[config.mk]
export PLATFORM = sky130hd
export DESIGN_NAME = ldr_bridge_flat
export DESIGN_NICKNAME = d
export VERILOG_FILES = /design/src/rtl/ldr_bridge_if.sv /design/src/rtl/ldr_bridge.sv /design/src/flat_wrapper.sv
export SDC_FILE = /design/constraint.sdc
export NUM_CORES = 1
export LEC_CHECK = 0
export ABC_AREA = 0
export CORE_MARGIN = 5
export CORE_UTILIZATION = 45
export CTS_BUF_LIST = sky130_fd_sc_hd__clkbuf_4
export DETAILED_ROUTE_END_ITERATION = 8
export GPL_ROUTABILITY_DRIVEN = 0
export SYNTH_ARGS = -nofsm -noshare
export SYNTH_HDL_FRONTEND = slang
export SYNTH_SLANG_ARGS = --single-unit
[constraint.sdc]
create_clock -name clk_sys -period 7.8 [get_ports clk_sys]
set_clock_uncertainty 0.15 [all_clocks]
set_input_delay 1.17 -clock clk_sys [delete_from_list [all_inputs] [get_ports clk_sys]]
set_output_delay 1.17 -clock clk_sys [all_outputs]
set_load 0.02 [all_outputs]
[src/rtl/ldr_bridge_if.sv]
// Signal bundle between the HPS ioctl download port, the loader bridge and its target.
// slave is the bridge's view, master is the HPS/target side's view.
interface ldr_bridge_if #(
  parameter int DW  = 16,
  parameter int AW  = 20,
  parameter int NCH = 4
);
  logic            ioctl_download;
  logic [7:0]      ioctl_index;
  logic            ioctl_wr;
  logic [24:0]     ioctl_addr;
  logic [7:0]      ioctl_dout;
  logic            ioctl_wait;

  logic [AW-1:0]   ldr_addr;
  logic [DW-1:0]   ldr_wdat;
  logic [2:0]      ldr_ch;
  logic            ldr_wr;
  logic            ldr_ack;
  logic [NCH-1:0]  ldr_done;
  logic            ldr_busy;
  logic [15:0]     ldr_sum;

  modport slave (
    input  ioctl_download, ioctl_index, ioctl_wr, ioctl_addr, ioctl_dout, ldr_ack,
    output ioctl_wait, ldr_addr, ldr_wdat, ldr_ch, ldr_wr, ldr_done, ldr_busy, ldr_sum
  );

  modport master (
    output ioctl_download, ioctl_index, ioctl_wr, ioctl_addr, ioctl_dout, ldr_ack,
    input  ioctl_wait, ldr_addr, ldr_wdat, ldr_ch, ldr_wr, ldr_done, ldr_busy, ldr_sum
  );
endinterface

[src/rtl/ldr_bridge.sv]
// Byte-stream loader bridge: packs ioctl bytes into DW words, buffers them in a FIFO and
// replays them to a channel with an edge-acknowledged write. Optional: LDR_BRIDGE_CHECKSUM_EN.
module ldr_bridge #(
  parameter int DW    = 16,
  parameter int AW    = 20,
  parameter int DEPTH = 8,
  parameter int NCH   = 4
) (
  input  logic        clk_sys,
  input  logic        reset,
  ldr_bridge_if.slave bus
);
  localparam int PW = $clog2(DEPTH);
  localparam int CW = PW + 1;

  typedef enum logic [1:0] {IDLE, LOAD, DRAIN, FLUSH} state_t;

  state_t          r_state, w_state_nx;
  logic            r_dl_q, r_ack_q;
  logic            w_dl_rise, w_dl_fall, w_ack_rise;
  logic            w_idx_ok, w_byte;
  logic            w_enter_load, w_flush, w_finish;
  logic [2:0]      r_ch;
  logic [NCH-1:0]  r_done;

  logic            w_byte_push, w_pend;
  logic [AW-1:0]   w_byte_addr, w_flush_addr, w_push_addr;
  logic [DW-1:0]   w_byte_dat, w_flush_dat, w_push_dat;
  logic            w_push, w_pop, w_full, w_push_ok;

  logic [AW-1:0]   r_mem_a [DEPTH];
  logic [DW-1:0]   r_mem_d [DEPTH];
  logic [2:0]      r_mem_c [DEPTH];
  logic [PW-1:0]   r_wp, r_rp;
  logic [CW-1:0]   r_cnt, w_cnt_nx;
  logic            r_ovf;
  logic            r_wait;

  logic            r_wr;
  logic [AW-1:0]   r_addr;
  logic [DW-1:0]   r_wdat;
  logic [2:0]      r_och;

  assign w_dl_rise  = bus.ioctl_download & ~r_dl_q;
  assign w_dl_fall  = ~bus.ioctl_download & r_dl_q;
  assign w_ack_rise = bus.ldr_ack & ~r_ack_q;
  assign w_idx_ok   = bus.ioctl_index < 8'(NCH);
  assign w_byte     = (r_state == LOAD) && bus.ioctl_download && bus.ioctl_wr;

  always_ff @(posedge clk_sys or posedge reset) begin
    if (reset) begin
      r_dl_q  <= 1'b0;
      r_ack_q <= 1'b0;
    end else begin
      r_dl_q  <= bus.ioctl_download;
      r_ack_q <= bus.ldr_ack;
    end
  end

  // Byte packer: DW=8 pushes every byte, DW=16 pairs low/high bytes by addr[0]
  generate
    if (DW == 8) begin : g_pack8
      logic w_unused;
      assign w_unused     = ^bus.ioctl_addr[24:AW];
      assign w_byte_push  = w_byte;
      assign w_byte_addr  = bus.ioctl_addr[AW-1:0];
      assign w_byte_dat   = DW'(bus.ioctl_dout);
      assign w_pend       = 1'b0;
      assign w_flush_addr = '0;
      assign w_flush_dat  = '0;
    end else begin : g_pack16
      logic          r_pend;
      logic [7:0]    r_lo;
      logic [AW-1:0] r_lo_addr;
      logic          w_unused;
      assign w_unused = ^bus.ioctl_addr[24:AW+1];

      always_ff @(posedge clk_sys or posedge reset) begin
        if (reset) begin
          r_pend    <= 1'b0;
          r_lo      <= 8'h00;
          r_lo_addr <= '0;
        end else if (w_enter_load || w_flush) begin
          r_pend <= 1'b0;
        end else if (w_byte) begin
          if (!bus.ioctl_addr[0]) begin
            r_lo      <= bus.ioctl_dout;
            r_lo_addr <= bus.ioctl_addr[AW:1];
            r_pend    <= 1'b1;
          end else begin
            r_pend <= 1'b0;
          end
        end
      end

      assign w_byte_push  = w_byte && bus.ioctl_addr[0];
      assign w_byte_addr  = bus.ioctl_addr[AW:1];
      assign w_byte_dat   = DW'({bus.ioctl_dout, r_lo});
      assign w_pend       = r_pend;
      assign w_flush_addr = r_lo_addr;
      assign w_flush_dat  = DW'({8'h00, r_lo});
    end
  endgenerate

  always_ff @(posedge clk_sys or posedge reset) begin
    if (reset) r_state <= IDLE;
    else       r_state <= w_state_nx;
  end

  always_comb begin
    w_state_nx   = r_state;
    w_enter_load = 1'b0;
    w_flush      = 1'b0;
    w_finish     = 1'b0;
    case (r_state)
      IDLE:  if (w_dl_rise && w_idx_ok) begin
               w_state_nx   = LOAD;
               w_enter_load = 1'b1;
             end
      LOAD:  if (w_dl_fall) w_state_nx = w_pend ? FLUSH : DRAIN;
      FLUSH: begin
               w_flush    = 1'b1;
               w_state_nx = DRAIN;
             end
      DRAIN: if (r_cnt == '0 && !r_wr) begin
               w_finish   = 1'b1;
               w_state_nx = IDLE;
             end
      default: w_state_nx = IDLE;
    endcase
  end

  always_ff @(posedge clk_sys or posedge reset) begin
    if (reset) r_ch <= 3'd0;
    else if (w_enter_load) r_ch <= bus.ioctl_index[2:0];
  end

  always_ff @(posedge clk_sys or posedge reset) begin
    if (reset) begin
      r_done <= '0;
    end else begin
      for (int i = 0; i < NCH; i++) begin
        if (w_enter_load && bus.ioctl_index == 8'(i)) r_done[i] <= 1'b0;
        if (w_finish && r_ch == 3'(i))                r_done[i] <= 1'b1;
      end
    end
  end

  // FIFO: a full FIFO still accepts a push when the head pops in the same cycle
  assign w_push      = w_byte_push | w_flush;
  assign w_push_addr = w_flush ? w_flush_addr : w_byte_addr;
  assign w_push_dat  = w_flush ? w_flush_dat  : w_byte_dat;
  assign w_pop       = r_wr && w_ack_rise;
  assign w_full      = (r_cnt == CW'(DEPTH));
  assign w_push_ok   = w_push && (!w_full || w_pop);
  assign w_cnt_nx    = r_cnt + CW'(w_push_ok) - CW'(w_pop);

  always_ff @(posedge clk_sys) begin
    if (w_push_ok) begin
      r_mem_a[r_wp] <= w_push_addr;
      r_mem_d[r_wp] <= w_push_dat;
      r_mem_c[r_wp] <= r_ch;
    end
  end

  always_ff @(posedge clk_sys or posedge reset) begin
    if (reset) begin
      r_wp   <= '0;
      r_rp   <= '0;
      r_cnt  <= '0;
      r_ovf  <= 1'b0;
      r_wait <= 1'b0;
    end else begin
      if (w_push_ok) r_wp <= r_wp + 1'b1;
      if (w_pop)     r_rp <= r_rp + 1'b1;
      if (w_push && !w_push_ok) r_ovf <= 1'b1;
      r_cnt  <= w_cnt_nx;
      r_wait <= (w_cnt_nx >= CW'(DEPTH - 2));
    end
  end

  // Output stage holds the head word until an ack rising edge; one idle cycle after each pop
  always_ff @(posedge clk_sys or posedge reset) begin
    if (reset) begin
      r_wr   <= 1'b0;
      r_addr <= '0;
      r_wdat <= '0;
      r_och  <= 3'd0;
    end else if (w_pop) begin
      r_wr <= 1'b0;
    end else if (!r_wr && r_cnt != '0) begin
      r_wr   <= 1'b1;
      r_addr <= r_mem_a[r_rp];
      r_wdat <= r_mem_d[r_rp];
      r_och  <= r_mem_c[r_rp];
    end
  end

`ifdef LDR_BRIDGE_CHECKSUM_EN
  logic [15:0] r_sum;
  always_ff @(posedge clk_sys or posedge reset) begin
    if (reset)             r_sum <= 16'h0000;
    else if (w_enter_load) r_sum <= 16'h0000;
    else if (w_byte)       r_sum <= r_sum + 16'(bus.ioctl_dout);
  end
  assign bus.ldr_sum = r_sum;
`else
  assign bus.ldr_sum = 16'h0000;
`endif

  // Overflow is a debug-only sticky bit with no port
  logic w_unused_ovf;
  assign w_unused_ovf = r_ovf;

  assign bus.ioctl_wait = r_wait;
  assign bus.ldr_wr     = r_wr;
  assign bus.ldr_addr   = r_addr;
  assign bus.ldr_wdat   = r_wdat;
  assign bus.ldr_ch     = r_och;
  assign bus.ldr_done   = r_done;
  assign bus.ldr_busy   = (r_state != IDLE);
endmodule

[src/flat_wrapper.sv]
// flat-port wrapper written by rule: the top's interface ports become plain ports
module ldr_bridge_flat 
#(
  parameter int DW    = 16,
  parameter int AW    = 20,
  parameter int DEPTH = 8,
  parameter int NCH   = 4
)
  (clk_sys, reset, bus_ioctl_download, bus_ioctl_index, bus_ioctl_wr, bus_ioctl_addr, bus_ioctl_dout, bus_ldr_ack, bus_ioctl_wait, bus_ldr_addr, bus_ldr_wdat, bus_ldr_ch, bus_ldr_wr, bus_ldr_done, bus_ldr_busy, bus_ldr_sum);
  ldr_bridge_if #(.DW(DW), .AW(AW), .NCH(NCH)) bus_i ();
  input  logic clk_sys;
  input  logic reset;
  input wire logic [$bits(bus_i.ioctl_download)-1:0] bus_ioctl_download;
  input wire logic [$bits(bus_i.ioctl_index)-1:0] bus_ioctl_index;
  input wire logic [$bits(bus_i.ioctl_wr)-1:0] bus_ioctl_wr;
  input wire logic [$bits(bus_i.ioctl_addr)-1:0] bus_ioctl_addr;
  input wire logic [$bits(bus_i.ioctl_dout)-1:0] bus_ioctl_dout;
  input wire logic [$bits(bus_i.ldr_ack)-1:0] bus_ldr_ack;
  output wire logic [$bits(bus_i.ioctl_wait)-1:0] bus_ioctl_wait;
  output wire logic [$bits(bus_i.ldr_addr)-1:0] bus_ldr_addr;
  output wire logic [$bits(bus_i.ldr_wdat)-1:0] bus_ldr_wdat;
  output wire logic [$bits(bus_i.ldr_ch)-1:0] bus_ldr_ch;
  output wire logic [$bits(bus_i.ldr_wr)-1:0] bus_ldr_wr;
  output wire logic [$bits(bus_i.ldr_done)-1:0] bus_ldr_done;
  output wire logic [$bits(bus_i.ldr_busy)-1:0] bus_ldr_busy;
  output wire logic [$bits(bus_i.ldr_sum)-1:0] bus_ldr_sum;
  assign bus_i.ioctl_download = bus_ioctl_download;
  assign bus_i.ioctl_index = bus_ioctl_index;
  assign bus_i.ioctl_wr = bus_ioctl_wr;
  assign bus_i.ioctl_addr = bus_ioctl_addr;
  assign bus_i.ioctl_dout = bus_ioctl_dout;
  assign bus_i.ldr_ack = bus_ldr_ack;
  assign bus_ioctl_wait = bus_i.ioctl_wait;
  assign bus_ldr_addr = bus_i.ldr_addr;
  assign bus_ldr_wdat = bus_i.ldr_wdat;
  assign bus_ldr_ch = bus_i.ldr_ch;
  assign bus_ldr_wr = bus_i.ldr_wr;
  assign bus_ldr_done = bus_i.ldr_done;
  assign bus_ldr_busy = bus_i.ldr_busy;
  assign bus_ldr_sum = bus_i.ldr_sum;
  ldr_bridge #(.DW(DW), .AW(AW), .DEPTH(DEPTH), .NCH(NCH)) u_core (.clk_sys(clk_sys), .reset(reset), .bus(bus_i));
endmodule
Word level (Yosys, flattened, before mapping)
Memory sizes are Yosys's and may differ from the RTL's. A register that Yosys moved wholly into a read port is not among the register bits.
Index checks and enable logic that the tools add are counted.
{"block": "word_totals", "ramBits": 312, "ff_bits": 52, "memories": 3, "input_bits": 46, "latchBits": 0, "output_inout_bits": 62, "wordCells": 110, "mem_bits_ro": 0}
{"name": "u_core.r_mem_a", "words": 8, "width": 20, "rd": 1, "rd_clocked_by_memory_dff": 1, "write_ports": 1, "line": "ldr_bridge.sv:31", "rtl": "logic [AW-1:0] r_mem_a [DEPTH];"}
{"name": "u_core.r_mem_d", "words": 8, "width": 16, "rd": 1, "rd_clocked_by_memory_dff": 1, "write_ports": 1, "line": "ldr_bridge.sv:32", "rtl": "logic [DW-1:0] r_mem_d [DEPTH];"}
{"name": "u_core.r_mem_c", "words": 8, "width": 3, "rd": 1, "rd_clocked_by_memory_dff": 1, "write_ports": 1, "line": "ldr_bridge.sv:33", "rtl": "logic [2:0] r_mem_c [DEPTH];"}
{"block": "op_classes", "shift": 0, "n_eq_ne": 13, "n_lt_le_gt_ge": 2, "mux": 27, "mul": 0, "addsub": 4, "div": 0, "bitwise": 10, "reduce_logical": 35}
{"cell": "two-way mux 1 bit", "n": 21}
{"cell": "two-way mux 20 bit", "n": 1}
{"cell": "== test 8 x 2 -> 1 bit, second input constant", "n": 2}
{"cell": "logical AND 1 bit", "n": 16}
{"cell": "two-way mux 16 bit", "n": 1}
{"cell": "nonzero test 2 bit", "n": 7}
{"cell": "== test 8 x 1 -> 1 bit, second input constant", "n": 1}
{"cell": "logical NOT 8 bit", "n": 1}
{"cell": "less-than comparator 8 x 3 -> 1 bit, second input constant", "n": 1}
{"cell": "case mux 2 bit (4 select lines)", "n": 1}
{"cell": "adder 3 x 1 -> 3 bit, second input constant", "n": 2}
{"cell": "== test 3 x 2 -> 1 bit, second input constant", "n": 2}
{"cell": "two-way mux 2 bit", "n": 3}
{"cell": "!= test 2 x 1 -> 1 bit, second input constant", "n": 3}
{"cell": "NOT 1 bit", "n": 6}
{"cell": "AND reduction 3 bit", "n": 2}
{"cell": "adder 4 x 1 -> 4 bit", "n": 1}
{"cell": "== test 2 bit, second input constant", "n": 2}
{"cell": "== test 4 bit, second input constant", "n": 1}
{"cell": "greater-or-equal comparator 4 x 3 -> 1 bit, second input constant", "n": 1}
{"cell": "logical NOT 4 bit", "n": 1}
{"cell": "nonzero test 4 bit", "n": 1}
{"cell": "subtractor 4 x 1 -> 4 bit", "n": 1}
{"cell": "AND 1 bit", "n": 3}
{"cell": "8 further kinds", "n": 10}

Logic depth before layout (Yosys ltp)
Gate-level depths: netlist (run 1).
{"block": "depth", "depth_word": 9, "depth_mapped": 11, "mapped_depth_nobuf": 11}

Worst setup path before layout (run 1)
OpenSTA, ideal clock, no wires.
{"block": "synth_path", "path_kind": "input to register", "start": "input port bus_ioctl_wr", "end": "memory u_core.r_mem_a[2][0] (enable)", "setup_ns": 0.546, "n_path_buf": 0, "required_ns": 7.104, "slack_ns": 1.471, "t_arrival_ns": 5.633, "cell_stages": 4, "cell_sequence": "a31oi_1 > nor2_1 > nand2_1 > nor4b_1"}
{"block": "synth_between", "elab_chain_len": 6}
{"item": "start: declaration", "line": "flat_wrapper.sv:15", "rtl": "input wire logic [$bits(bus_i.ioctl_wr)-1:0] bus_ioctl_wr;"}
{"item": "logical AND 1 bit", "line": "ldr_bridge.sv:48", "rtl": "assign w_byte = (r_state == LOAD) && bus.ioctl_download && bus.ioctl_wr;"}
{"item": "logical AND 1 bit", "line": "ldr_bridge.sv:96", "rtl": "assign w_byte_push = w_byte && bus.ioctl_addr[0];"}
{"item": "OR 1 bit", "line": "ldr_bridge.sv:150", "rtl": "assign w_push = w_byte_push | w_flush;"}
{"item": "logical AND 1 bit", "line": "ldr_bridge.sv:155", "rtl": "assign w_push_ok = w_push && (!w_full || w_pop);"}
{"item": "two-way mux 1 bit", "line": "ldr_bridge.sv:159", "rtl": "if (w_push_ok) begin"}
{"item": "two-way mux 1 bit (implied by the code)", "line": "ldr_bridge.sv:160", "rtl": "r_mem_a[r_wp] <= w_push_addr;"}
{"item": "end: declaration", "line": "ldr_bridge.sv:31"}
Every way passes these cells.

Worst setup path in the final report (run 1)
{"block": "layout_path", "start": "register u_core.r_state[0]", "end": "output port bus_ldr_busy"}
{"block": "layout_between", "elab_chain_len": 1}
{"item": "start: declaration", "line": "ldr_bridge.sv:18", "rtl": "state_t r_state, w_state_nx;"}
{"item": "start signal: assignment", "line": "ldr_bridge.sv:107", "rtl": "else r_state <= w_state_nx;"}
{"item": "nonzero test 2 bit", "line": "ldr_bridge.sv:221", "rtl": "assign bus.ldr_busy = (r_state != IDLE);"}
{"item": "end: declaration", "line": "flat_wrapper.sv:25", "rtl": "output wire logic [$bits(bus_i.ldr_busy)-1:0] bus_ldr_busy;"}
Every way passes these cells.

==> flow_metrics.env, run 1 <==
export IMPL_netlist_top_cell_by_area="edfxtp_1"
export IMPL_synth_edf_count=312
export IMPL_row_count=68
export IMPL_syn_inst=799
export IMPL_r2r_start="u_core.r_rp[0]$_DFFE_PP0N_"
export IMPL_die_area_um2=38700
export IMPL_dpl_hpwl_um=15800
export IMPL_gr_usage_all_layers=0.163
export IMPL_holdCritPathClass="flop to flop"
export IMPL_hold_violations=0
export IMPL_path_cells="nor2_1 > inv_1 > clkdlybuf4s50_1"
export IMPL_final_layout_size_suffix_gt1_frac=0.309
export IMPL_syn2layout_area_growth_pct=17.5
export IMPL_p_leak_nw=6.55
export IMPL_htree_levels=3
export IMPL_tightest_slew_ns=0.881
export IMPL_clk_pin_slew_ns=0.06
export IMPL_period_share=0.424
export IMPL_crit_path_max_fanout=7
export IMPL_rrSetupSlack_ns=4.75
export IMPL_io_buffer_count=87
export IMPL_grt_first_pass_wirelength_um=48500
export IMPL_crit_arrival_ns=1.99
export IMPL_fp_dieW_um=197
export IMPL_status="complete, no violations"
export IMPL_slowest_delay_ns=0.60
export IMPL_syn_area_per_cell_um2=19.6
export IMPL_hp_start="u_core.g_pack16.r_lo_addr[13]$_DFFE_PP0P_"
export IMPL_grt_max_degree=79
export IMPL_rsz0062_at_grt="no"
export IMPL_setup_viol=0
export IMPL_cts_repair_resized=0
export IMPL_post_synth_top_count_cell="edfxtp_1"
export IMPL_path_buf_inv=2
export IMPL_max_slew_margin=0.412
export IMPL_ant_nets=0
export IMPL_coreArea_um2=34500
export IMPL_critPathTopFamily="buffers and inverters"
export IMPL_slew_viol_final=0
export IMPL_synth_cell_area_um2=15700
export IMPL_hold_depth=1
export IMPL_period_needed_ns=3.31
export IMPL_hold_path_end="u_core.g_pack16.r_lo_addr[13]$_DFFE_PP0P_"
export IMPL_dp_cells=1317
export IMPL_grt_ovfl_total=0
export IMPL_io_pins=108
export IMPL_clock_sinks=403
export IMPL_yosys_warnings=0
export IMPL_maxCapViolCount=0
export IMPL_synthTopCellsByCount="312 x edfxtp_1, 91 x dfrtp_1, 78 x mux4_2"
export IMPL_ys_top_cells_by_area="edfxtp_1 60%, dfrtp_1 15%, mux4_2 11%"
export IMPL_synthFlopType="edfxtp_1"
export IMPL_clk_root_buffer_cell="clkbuf_4"
export IMPL_end_kind="output pin"
export IMPL_yosysTopAreaCellShare=0.598
export IMPL_antenna_found_initial=1
export IMPL_dr_first_iter_drc_count=483
export IMPL_cts_buffers=103
export IMPL_wl_um=30900
export IMPL_grt_pass1_vias=8519
export IMPL_fin_cells=1513
export IMPL_dr_pass1_iters=4
export IMPL_cts_tree="done"
export IMPL_initial_utilization=0.455
export IMPL_n_fill_cell=2818
export IMPL_cp_slowest_cell="clkdlybuf4s50_1"
export IMPL_seq_area_frac_synth=0.743
export IMPL_tns_ns=0
export IMPL_fmax_mhz=302
export IMPL_route_detailed_drc=0
export IMPL_routed_via_density=5.11
export IMPL_finalNetCount=1021
export IMPL_avgRoutedWirePerCell_um=20.4
export IMPL_start_kind="flop"
export IMPL_crit_type="flop to output pin"
export IMPL_cts_buffer_depth=3
export IMPL_synth_cell_types=40
export IMPL_critPathRequiredTime_ns=6.48
export IMPL_cts_hold_buf=0
export IMPL_async_flop_share=0.226
export IMPL_clk_insertion_delay_late_ns=0.75
export IMPL_die_y_um=197
export IMPL_cts_setup_buffers=0
export IMPL_rr_endpoint="u_core.bus.ldr_ch[2]$_DFFE_PP0P_"
export IMPL_whs_ns=0.352
export IMPL_irDropWorstVdd_v=0.000178
export IMPL_powerDensity_nw_per_um2=328
export IMPL_vias=7733
export IMPL_final_util=0.534
export IMPL_ff2ff_path_depth=4
export IMPL_ys_seq_elements=403
==> logic make-up after synthesis <==
| family | share of synthesized area |
|---|---|
| fa+ha+maj | 0.00687 |
| xor+xnor | 0.00335 |
| mux | 0.173 |
| compound gates | 0.0197 |
| flops | 0.743 |
| other cells | 0.000239 |
| buf+inv | 0.0246 |
| simple gates | 0.0291 |
==> area by class of cell <==
type                    count  area (um^2)  area share
flip-flops and latches    403        11700       0.633
clock inverters            39          214      0.0116
multi-input cells         343         3750       0.204
inverters                  14         55.1     0.00299
well taps                 455          569      0.0309
clock buffers             156         1170      0.0636
diodes                      1         2.50    0.000136
repair buffers            102          983      0.0534
==> placed cells by master, fill, tap and decap left out, drive strengths merged, types with 3 or more instances in the layout <==
cell	Yosys	layout
o21ai	8	8
buf	48	15
xnor2	3	3
mux4	78	78
clkdlybuf4s50	0	87
edfxtp	312	312
mux2	50	50
clkinv	0	32
conb	1	16
mux2i	39	39
nor3b	3	3
nor2	46	46
nand2	10	10
and2	10	10
clkbuf	6	156
nor4b	5	5
a21oi	44	44
nor3	4	4
dfrtp	91	91
ha	7	7
xor2	3	3
inv	14	18
==> report_power, final <==
group | switching [mW] | internal [mW] | leakage (nW)
Combinational | 0.637 | 0.763 | 1.85
Clock | 0.843 | 0.985 | 0.816
Sequential | 0.271 | 2.53 | 3.89
Total | 1.75 | 4.28 | 6.55
==> layer usage <==
layer / track usage / vias up / wire length (um)
met5: 0 / - / 0
met3: 0.0403 / 34 / 1620
met2: 0.265 / 195 / 15600
met1: 0.220 / 3977 / 13400
met4: 0.0508 / 0 / 331
li1: - / 3527 / -
==> metrics by stage <==
| stage | area (um^2) | power [mW] | worst slack (ns) |
|---|---|---|---|
| final | 18400 | 6.03 | 4.49 |
| after detailed placement | 17000 | 4.28 | 3.86 |
| after floorplan | 15700 | 3.80 | 1.47 |
| after global placement | 17000 | 4.26 | 3.87 |
| after CTS | 18400 | 6.14 | 4.41 |
| after global routing | 18400 | 6.38 | 4.35 |
==> worst max-delay path by stage <==
stage	startpoint	to	slack, ns	depth (start not counted)
2_1_floorplan	bus_ioctl_wr	u_core.r_mem_a[2][0]$_DFFE_PP_	1.47	4
3_3_place_gp	bus_ldr_ack	u_core.r_mem_a[3][12]$_DFFE_PP_	3.87	6
3_5_place_dp	bus_ioctl_download	u_core.r_mem_a[3][10]$_DFFE_PP_	3.86	6
4_1_cts	u_core.r_state[0]$_DFFE_PP0P_	bus_ldr_busy	4.41	3
5_1_grt	u_core.r_state[0]$_DFFE_PP0P_	bus_ldr_busy	4.35	3
6_report	u_core.r_state[0]$_DFFE_PP0P_	bus_ldr_busy	4.49	3
==> flip-flops by register name, indices dropped and copies added (netlist names), 2 cells and up <==
register,count
u_core.r_mem_a,160
u_core.r_mem_d,128
u_core.r_mem_c,24
u_core.bus.ldr_addr,20
u_core.g_pack16.r_lo_addr,20
u_core.bus.ldr_wdat,16
u_core.g_pack16.r_lo,8
u_core.bus.ldr_done,4
u_core.r_cnt,4
u_core.bus.ldr_ch,3
u_core.r_ch,3
u_core.r_rp,3
u_core.r_wp,3
u_core.r_state,2
Power figures use the tool's default switching activity.
==> run 2, diff against run 1 <==
--- a/config.mk
+++ b/config.mk
@@ -11,6 +11,7 @@
 export CTS_BUF_LIST = sky130_fd_sc_hd__clkbuf_4
 export DETAILED_ROUTE_END_ITERATION = 8
 export GPL_ROUTABILITY_DRIVEN = 0
+export PLACE_DENSITY = 0.66
 export SYNTH_ARGS = -nofsm -noshare
 export SYNTH_HDL_FRONTEND = slang
 export SYNTH_SLANG_ARGS = --single-unit
==> constraint.sdc (replaced) <==
create_clock -name clk_sys -period 2.9 [get_ports clk_sys]
set_clock_uncertainty 0.15 [all_clocks]
set_input_delay 0.435 -clock clk_sys [delete_from_list [all_inputs] [get_ports clk_sys]]
set_output_delay 0.435 -clock clk_sys [all_outputs]
set_load 0.02 [all_outputs]
==> run 2 against run 1 <==
  * Non-clock buffer count increased by 20
  * Die area unchanged
  * Total power increased to 2.7 times the previous value
  * Count of clock-buffer cells in the layout increased by 19
  * Critical endpoint unchanged
  * Sequential power increased to 2.7 times the previous value
==> flow_metrics.env, run 2 (synthesis gave the netlist of run 1 again) <==
export IMPL_vias=7844
export IMPL_max_slew_margin=0.523
export IMPL_die_area_um2=38700
export IMPL_hold_violations=0
export IMPL_hold_path_end="u_core.r_ack_q$_DFF_PP0_"
export IMPL_clk_insertion_delay_late_ns=0.73
export IMPL_syn2layout_area_growth_pct=20.1
export IMPL_cp_slowest_cell="clkdlybuf4s50_1"
export IMPL_clk_root_buffer_cell="clkbuf_4"
export IMPL_period_needed_ns=2.58
export IMPL_path_cells="nor2_1 > inv_1 > clkdlybuf4s50_1"
export IMPL_crit_arrival_ns=2.00
export IMPL_slew_viol_final=0
export IMPL_p_clk_frac=0.300
export IMPL_slowest_delay_ns=0.60
export IMPL_crit_path_max_fanout=7
export IMPL_hp_start="bus_ldr_ack"
export IMPL_io_pins=108
export IMPL_start_kind="flop"
export IMPL_htree_levels=3
export IMPL_rr_endpoint="u_core.r_mem_d[3][3]$_DFFE_PP_"
export IMPL_coreArea_um2=34500
export IMPL_gr_usage_all_layers=0.161
export IMPL_pwr_share_seq=0.453
export IMPL_io_buffer_count=87
export IMPL_path_buf_inv=2
export IMPL_dr_first_iter_drc_count=520
export IMPL_p_sw_frac=0.287
export IMPL_internal_power_mw=11.7
export IMPL_period_share=0.891
export IMPL_crit_type="flop to output pin"
export IMPL_ff2ff_path_depth=8
export IMPL_top_register="u_core.r_mem_a"
export IMPL_irDropWorstVdd_v=0.000502
export IMPL_critPathTopFamily="buffers and inverters"
export IMPL_row_count=68
export IMPL_largest_reg_flops=160
export IMPL_route_detailed_drc=0
export IMPL_fin_area_um2=18800
export IMPL_cts_buffers=104
export IMPL_clock_sinks=403
export IMPL_p_leak_nw=6.75
export IMPL_setup_viol=0
export IMPL_maxCapViolCount=0
export IMPL_rrSetupSlack_ns=0.49
export IMPL_avgRoutedWirePerCell_um=19.7
export IMPL_placed_area_um2=17400
export IMPL_end_kind="output pin"
export IMPL_final_util=0.546
export IMPL_holdCritPathClass="input pin to flop"
export IMPL_wl_um=30200
export IMPL_cts_buffer_depth=3
export IMPL_comb_power_share=0.247
export IMPL_critPathRequiredTime_ns=2.32
export IMPL_final_layout_size_suffix_gt1_frac=0.340
export IMPL_cts_hold_buf=1
export IMPL_layout_common_cells="312 x edfxtp_1, 175 x clkbuf_4, 88 x dfrtp_1, 87 x clkdlybuf4s50_1, 78 x mux4_2"
export IMPL_dpl_hpwl_um=17300
export IMPL_grt_first_pass_wirelength_um=48100
export IMPL_routed_via_density=5.11
export IMPL_cts_setup_buffers=0
export IMPL_finalNetCount=1042
export IMPL_powerDensity_nw_per_um2=871
export IMPL_clk_pin_slew_ns=0.06
export IMPL_die_y_um=197
export IMPL_tightest_slew_ns=0.716
export IMPL_grt_ovfl_total=0
export IMPL_dr_pass1_iters=5
export IMPL_hold_depth=1
export IMPL_grt_max_degree=65
export IMPL_antenna_found_initial=1
export IMPL_ant_nets=0
export IMPL_fp_dieW_um=197
export IMPL_switchingPower_mw=4.71
export IMPL_rsz0062_at_grt="no"
export IMPL_reg_top3="u_core.r_mem_a: 160 flops, u_core.r_mem_d: 128 flops, u_core.r_mem_c: 24 flops"
export IMPL_r2r_start="u_core.r_cnt[2]$_DFF_PP0_"
export IMPL_final_common_cell="edfxtp_1"
export IMPL_initial_utilization=0.455
export IMPL_status="complete, no violations"
export IMPL_n_fill_cell=2682
export IMPL_cts_repair_resized=0
export IMPL_grt_pass1_vias=8435
export IMPL_fmax_mhz=387
export IMPL_startpoint="u_core.r_state[0]$_DFFE_PP0P_"
export IMPL_cts_tree="done"
## run 2: cell count changes in the layout (fill, tap and decap cells not counted), sizes merged
cell	before	now
buf	15	34
clkinv	32	16
inv	18	17
clkbuf	156	175
bufinv	2	0
clkinvlp	1	2
dlygate4sd3	0	1
## run 2: layout make-up
type | instances | area, um^2 | share of cell area
sequential | 403 | 11700 | 0.619
multi-input combinational | 343 | 3810 | 0.202
timing repair buffer | 122 | 1320 | 0.0703
clock buffer | 175 | 1310 | 0.0698
tap | 455 | 569 | 0.0302
clock inverter | 21 | 91.3 | 0.00485
inverter | 14 | 56.3 | 0.00299
antenna | 1 | 2.50 | 0.000133
## run 2: worst max path at each step
stage	end	slack, ns	cells after the start
floorplan	u_core.r_mem_a[5][0]$_DFFE_PP_	-0.51	6
global placement	u_core.bus.ioctl_wait$_DFF_PP0_	0.07	10
detailed placement	u_core.bus.ioctl_wait$_DFF_PP0_	0.07	10
CTS	bus_ldr_busy	0.25	3
global route	bus_ldr_busy	0.15	3
finish	bus_ldr_busy	0.32	3
## run 2: metal layers
metal	track usage	routed length (um)	vias up
met5	0	0	-
met4	0.0506	368	0
met3	0.0395	1700	28
met2	0.252	14900	208
met1	0.227	13300	4028
li1	-	-	3580
## run 2: power by group through the flow
stage	Combinational, mW	Sequential [mW]	Clock (mW)
floorplan	2.73	7.53	0
global placement	4.08	7.55	0
detailed placement	4.13	7.57	0
CTS	4.14	7.45	5.11
global route	4.41	7.53	5.45
finish	4.05	7.43	4.92
## run 2: through the flow
step / hold WS [ns] / total power [mW] / setup slack (ns) / cells / setup TNS (ns)
2_1_floorplan: 0.316 / 10.3 / -0.511 / 814 / -48.00
3_3_place_gp: 0.332 / 11.6 / 0.0702 / 1336 / 0
3_5_place_dp: 0.340 / 11.7 / 0.0749 / 1336 / 0
4_1_cts: 0.0332 / 16.7 / 0.247 / 1533 / 0
5_1_grt: 0.0426 / 17.4 / 0.152 / 1534 / 0
6_report: 0.0896 / 16.4 / 0.315 / 1534 / 0
==> run 3, diff against run 2 <==
--- a/config.mk
+++ b/config.mk
@@ -11,7 +11,6 @@
 export CTS_BUF_LIST = sky130_fd_sc_hd__clkbuf_4
 export DETAILED_ROUTE_END_ITERATION = 8
 export GPL_ROUTABILITY_DRIVEN = 0
-export PLACE_DENSITY = 0.66
 export SYNTH_ARGS = -nofsm -noshare
 export SYNTH_HDL_FRONTEND = slang
 export SYNTH_SLANG_ARGS = --single-unit
==> constraint.sdc (replaced) <==
create_clock -name clk_sys -period 2.55 [get_ports clk_sys]
set_clock_uncertainty 0.15 [all_clocks]
set_input_delay 0.3825 -clock clk_sys [delete_from_list [all_inputs] [get_ports clk_sys]]
set_output_delay 0.3825 -clock clk_sys [all_outputs]
set_load 0.02 [all_outputs]
==> run 3 against run 2 <==
  * Critical path depth rose by 6
  * Sequential power up 12%
  * Flip-flop and latch count unchanged
  * Clock power increased by 14%
  * First-iteration DRC count is 18% lower
  * Sequential share of layout area is 0.41 points lower
  * Largest cell class unchanged
==> flow_metrics.env, run 3 (synthesis gave the netlist of run 1 again) <==
export IMPL_reg_top3="u_core.r_mem_a: 160 flops, u_core.r_mem_d: 128 flops, u_core.r_mem_c: 24 flops"
export IMPL_path_cells="dlygate4sd3_1 > clkdlybuf4s50_1 > nand3b_2 > a211oi_2 > buf_4 > nand2_2 > buf_4 > nor2_4 > buf_12"
export IMPL_irDropWorstVdd_v=0.000566
export IMPL_r2r_start="u_core.r_cnt[2]$_DFF_PP0_"
export IMPL_final_layout_size_suffix_gt1_frac=0.352
export IMPL_routed_via_density=5.09
export IMPL_path_buf_inv=5
export IMPL_htree_levels=3
export IMPL_start_kind="input pin"
export IMPL_syn2layout_area_growth_pct=20.9
export IMPL_holdCritPathClass="input pin to flop"
export IMPL_hold_violations=0
export IMPL_cts_setup_buffers=0
export IMPL_route_detailed_drc=0
export IMPL_endpoint="u_core.r_mem_c[7][2]$_DFFE_PP_"
export IMPL_setup_viol=0
export IMPL_io_buffer_count=87
export IMPL_powerDensity_nw_per_um2=989
export IMPL_slew_viol_final=0
export IMPL_n_fill_cell=2756
export IMPL_preCtsSetupSlack_ns=-0.213
export IMPL_dr_first_iter_drc_count=427
export IMPL_hold_depth=2
export IMPL_crit_type="input pin to flop"
export IMPL_finalNetCount=1056
export IMPL_die_y_um=197
export IMPL_fp_dieW_um=197
export IMPL_status="complete, no violations"
export IMPL_rsz0062_at_grt="no"
export IMPL_grt_ovfl_total=0
export IMPL_io_pins=108
export IMPL_period_share=0.967
export IMPL_initial_utilization=0.455
export IMPL_end_kind="flop"
export IMPL_p_leak_nw=6.82
export IMPL_period_needed_ns=2.47
export IMPL_row_count=68
export IMPL_top_register="u_core.r_mem_a"
export IMPL_clk_pin_slew_ns=0.06
export IMPL_avgRoutedWirePerCell_um=20.1
export IMPL_gr_usage_all_layers=0.165
export IMPL_final_common_cell="edfxtp_1"
export IMPL_fmax_mhz=405
export IMPL_cts_buffer_depth=3
export IMPL_clk_insertion_delay_late_ns=0.70
export IMPL_cts_tree="done"
export IMPL_clk_root_buffer_cell="clkbuf_4"
export IMPL_ant_nets=0
export IMPL_maxCapViolCount=0
export IMPL_layout_common_cells="312 x edfxtp_1, 176 x clkbuf_4, 88 x dfrtp_1, 86 x clkdlybuf4s50_1, 78 x mux4_2"
export IMPL_clock_sinks=403
export IMPL_fin_ws_ns=0.0833
export IMPL_dr_pass1_iters=4
export IMPL_die_area_um2=38700
export IMPL_startpoint="bus_ldr_ack"
export IMPL_slowest_delay_ns=0.52
export IMPL_coreArea_um2=34500
export IMPL_crit_arrival_ns=2.69
export IMPL_rr_endpoint="u_core.r_mem_c[7][2]$_DFFE_PP_"
export IMPL_vias=7881
export IMPL_dpl_hpwl_um=18300
export IMPL_rrSetupSlack_ns=0.13
export IMPL_critPathMostFrequentCell="buf_4"
export IMPL_grt_first_pass_wirelength_um=49200
export IMPL_critPathTopFamily="buffers and inverters"
export IMPL_tightest_slew_ns=0.545
export IMPL_cp_depth=9
export IMPL_critPathRequiredTime_ns=2.77
export IMPL_cts_buffers=103
export IMPL_cp_slowest_cell="dlygate4sd3_1"
export IMPL_grt_pass1_vias=8549
export IMPL_grt_max_degree=92
export IMPL_wl_um=31100
export IMPL_p_total_mw=18.7
export IMPL_max_slew_margin=0.636
export IMPL_largest_reg_flops=160
export IMPL_ff2ff_path_depth=9
export IMPL_crit_path_max_fanout=28
export IMPL_antenna_found_initial=1
-- run 3: cell types whose count changed in the layout (fill, tap and decap cells not counted), sizes merged --
cell           before  now
clkinv             16   14
clkinvlp            2    1
clkbuf            175  176
buf                34   48
dlygate4sd2         0    1
dlygate4sd3         1    2
clkdlybuf4s50      87   86
-- run 3: layout make-up --
class / instances / area [um^2] / area share
flip-flops and latches: 403 / 11700 / 0.615
multi-input cells: 343 / 3820 / 0.202
repair buffers: 137 / 1440 / 0.0759
clock buffers: 176 / 1320 / 0.0697
well taps: 455 / 569 / 0.0300
clock inverters: 18 / 87.6 / 0.00462
inverters: 14 / 55.1 / 0.00291
diodes: 1 / 2.50 / 0.000132
-- run 3: power by group --
| part | leakage, nW | internal [mW] | switching (mW) | total (mW) |
|---|---|---|---|---|
| logic | 2.08 | 2.53 | 2.27 | 4.80 |
| registers | 3.89 | 7.74 | 0.612 | 8.35 |
| clock network | 0.852 | 3.10 | 2.49 | 5.59 |
| total | 6.82 | 13.4 | 5.37 | 18.7 |
-- run 3: worst min-delay path by stage --
stage	startpoint	end	slack [ns]
floorplan	bus_ldr_ack	u_core.r_ack_q$_DFF_PP0_	0.26
global placement	u_core.g_pack16.r_lo_addr[4]$_DFFE_PP0P_	u_core.g_pack16.r_lo_addr[4]$_DFFE_PP0P_	0.33
detailed placement	u_core.g_pack16.r_lo_addr[19]$_DFFE_PP0P_	u_core.g_pack16.r_lo_addr[19]$_DFFE_PP0P_	0.34
CTS	bus_ioctl_download	u_core.r_dl_q$_DFF_PP0_	0.07
global route	bus_ioctl_addr[14]	u_core.g_pack16.r_lo_addr[13]$_DFFE_PP0P_	0.08
finish	bus_ioctl_download	u_core.r_dl_q$_DFF_PP0_	0.15
-- run 3: metrics by stage --
step / TNS (ns) / utilization / instance area [um^2] / hold WS [ns] / instances
6_report: 0 / 0.550 / 18900 / 0.147 / 1547
5_1_grt: 0 / 0.550 / 18900 / 0.0824 / 1547
4_1_cts: 0 / 0.549 / 18900 / 0.0684 / 1546
3_5_place_dp: -37.02 / 0.508 / 17500 / 0.339 / 1350
3_3_place_gp: -30.20 / 0.508 / 17500 / 0.332 / 1350
2_1_floorplan: -130.62 / - / 15800 / 0.264 / 814
-- run 3: timing repair --
action                                 in CTS  in global routing
setup endpoints to repair                   1                 48
cloned                                      0                  0
hold buffers                                2                  0
gates resized for setup                     1                  4
pin swaps                                   0                  1
endpoints found under the hold margin      55                  0
-- run 3: per-layer routing --
metal,part of all wire,global-route usage,vias to the layer above
met2,0.50,0.271,177
li1,-,-,3600
met1,0.44,0.224,4060
met4,0.017,0.0526,0
met5,0,0,-
met3,0.038,0.0340,44
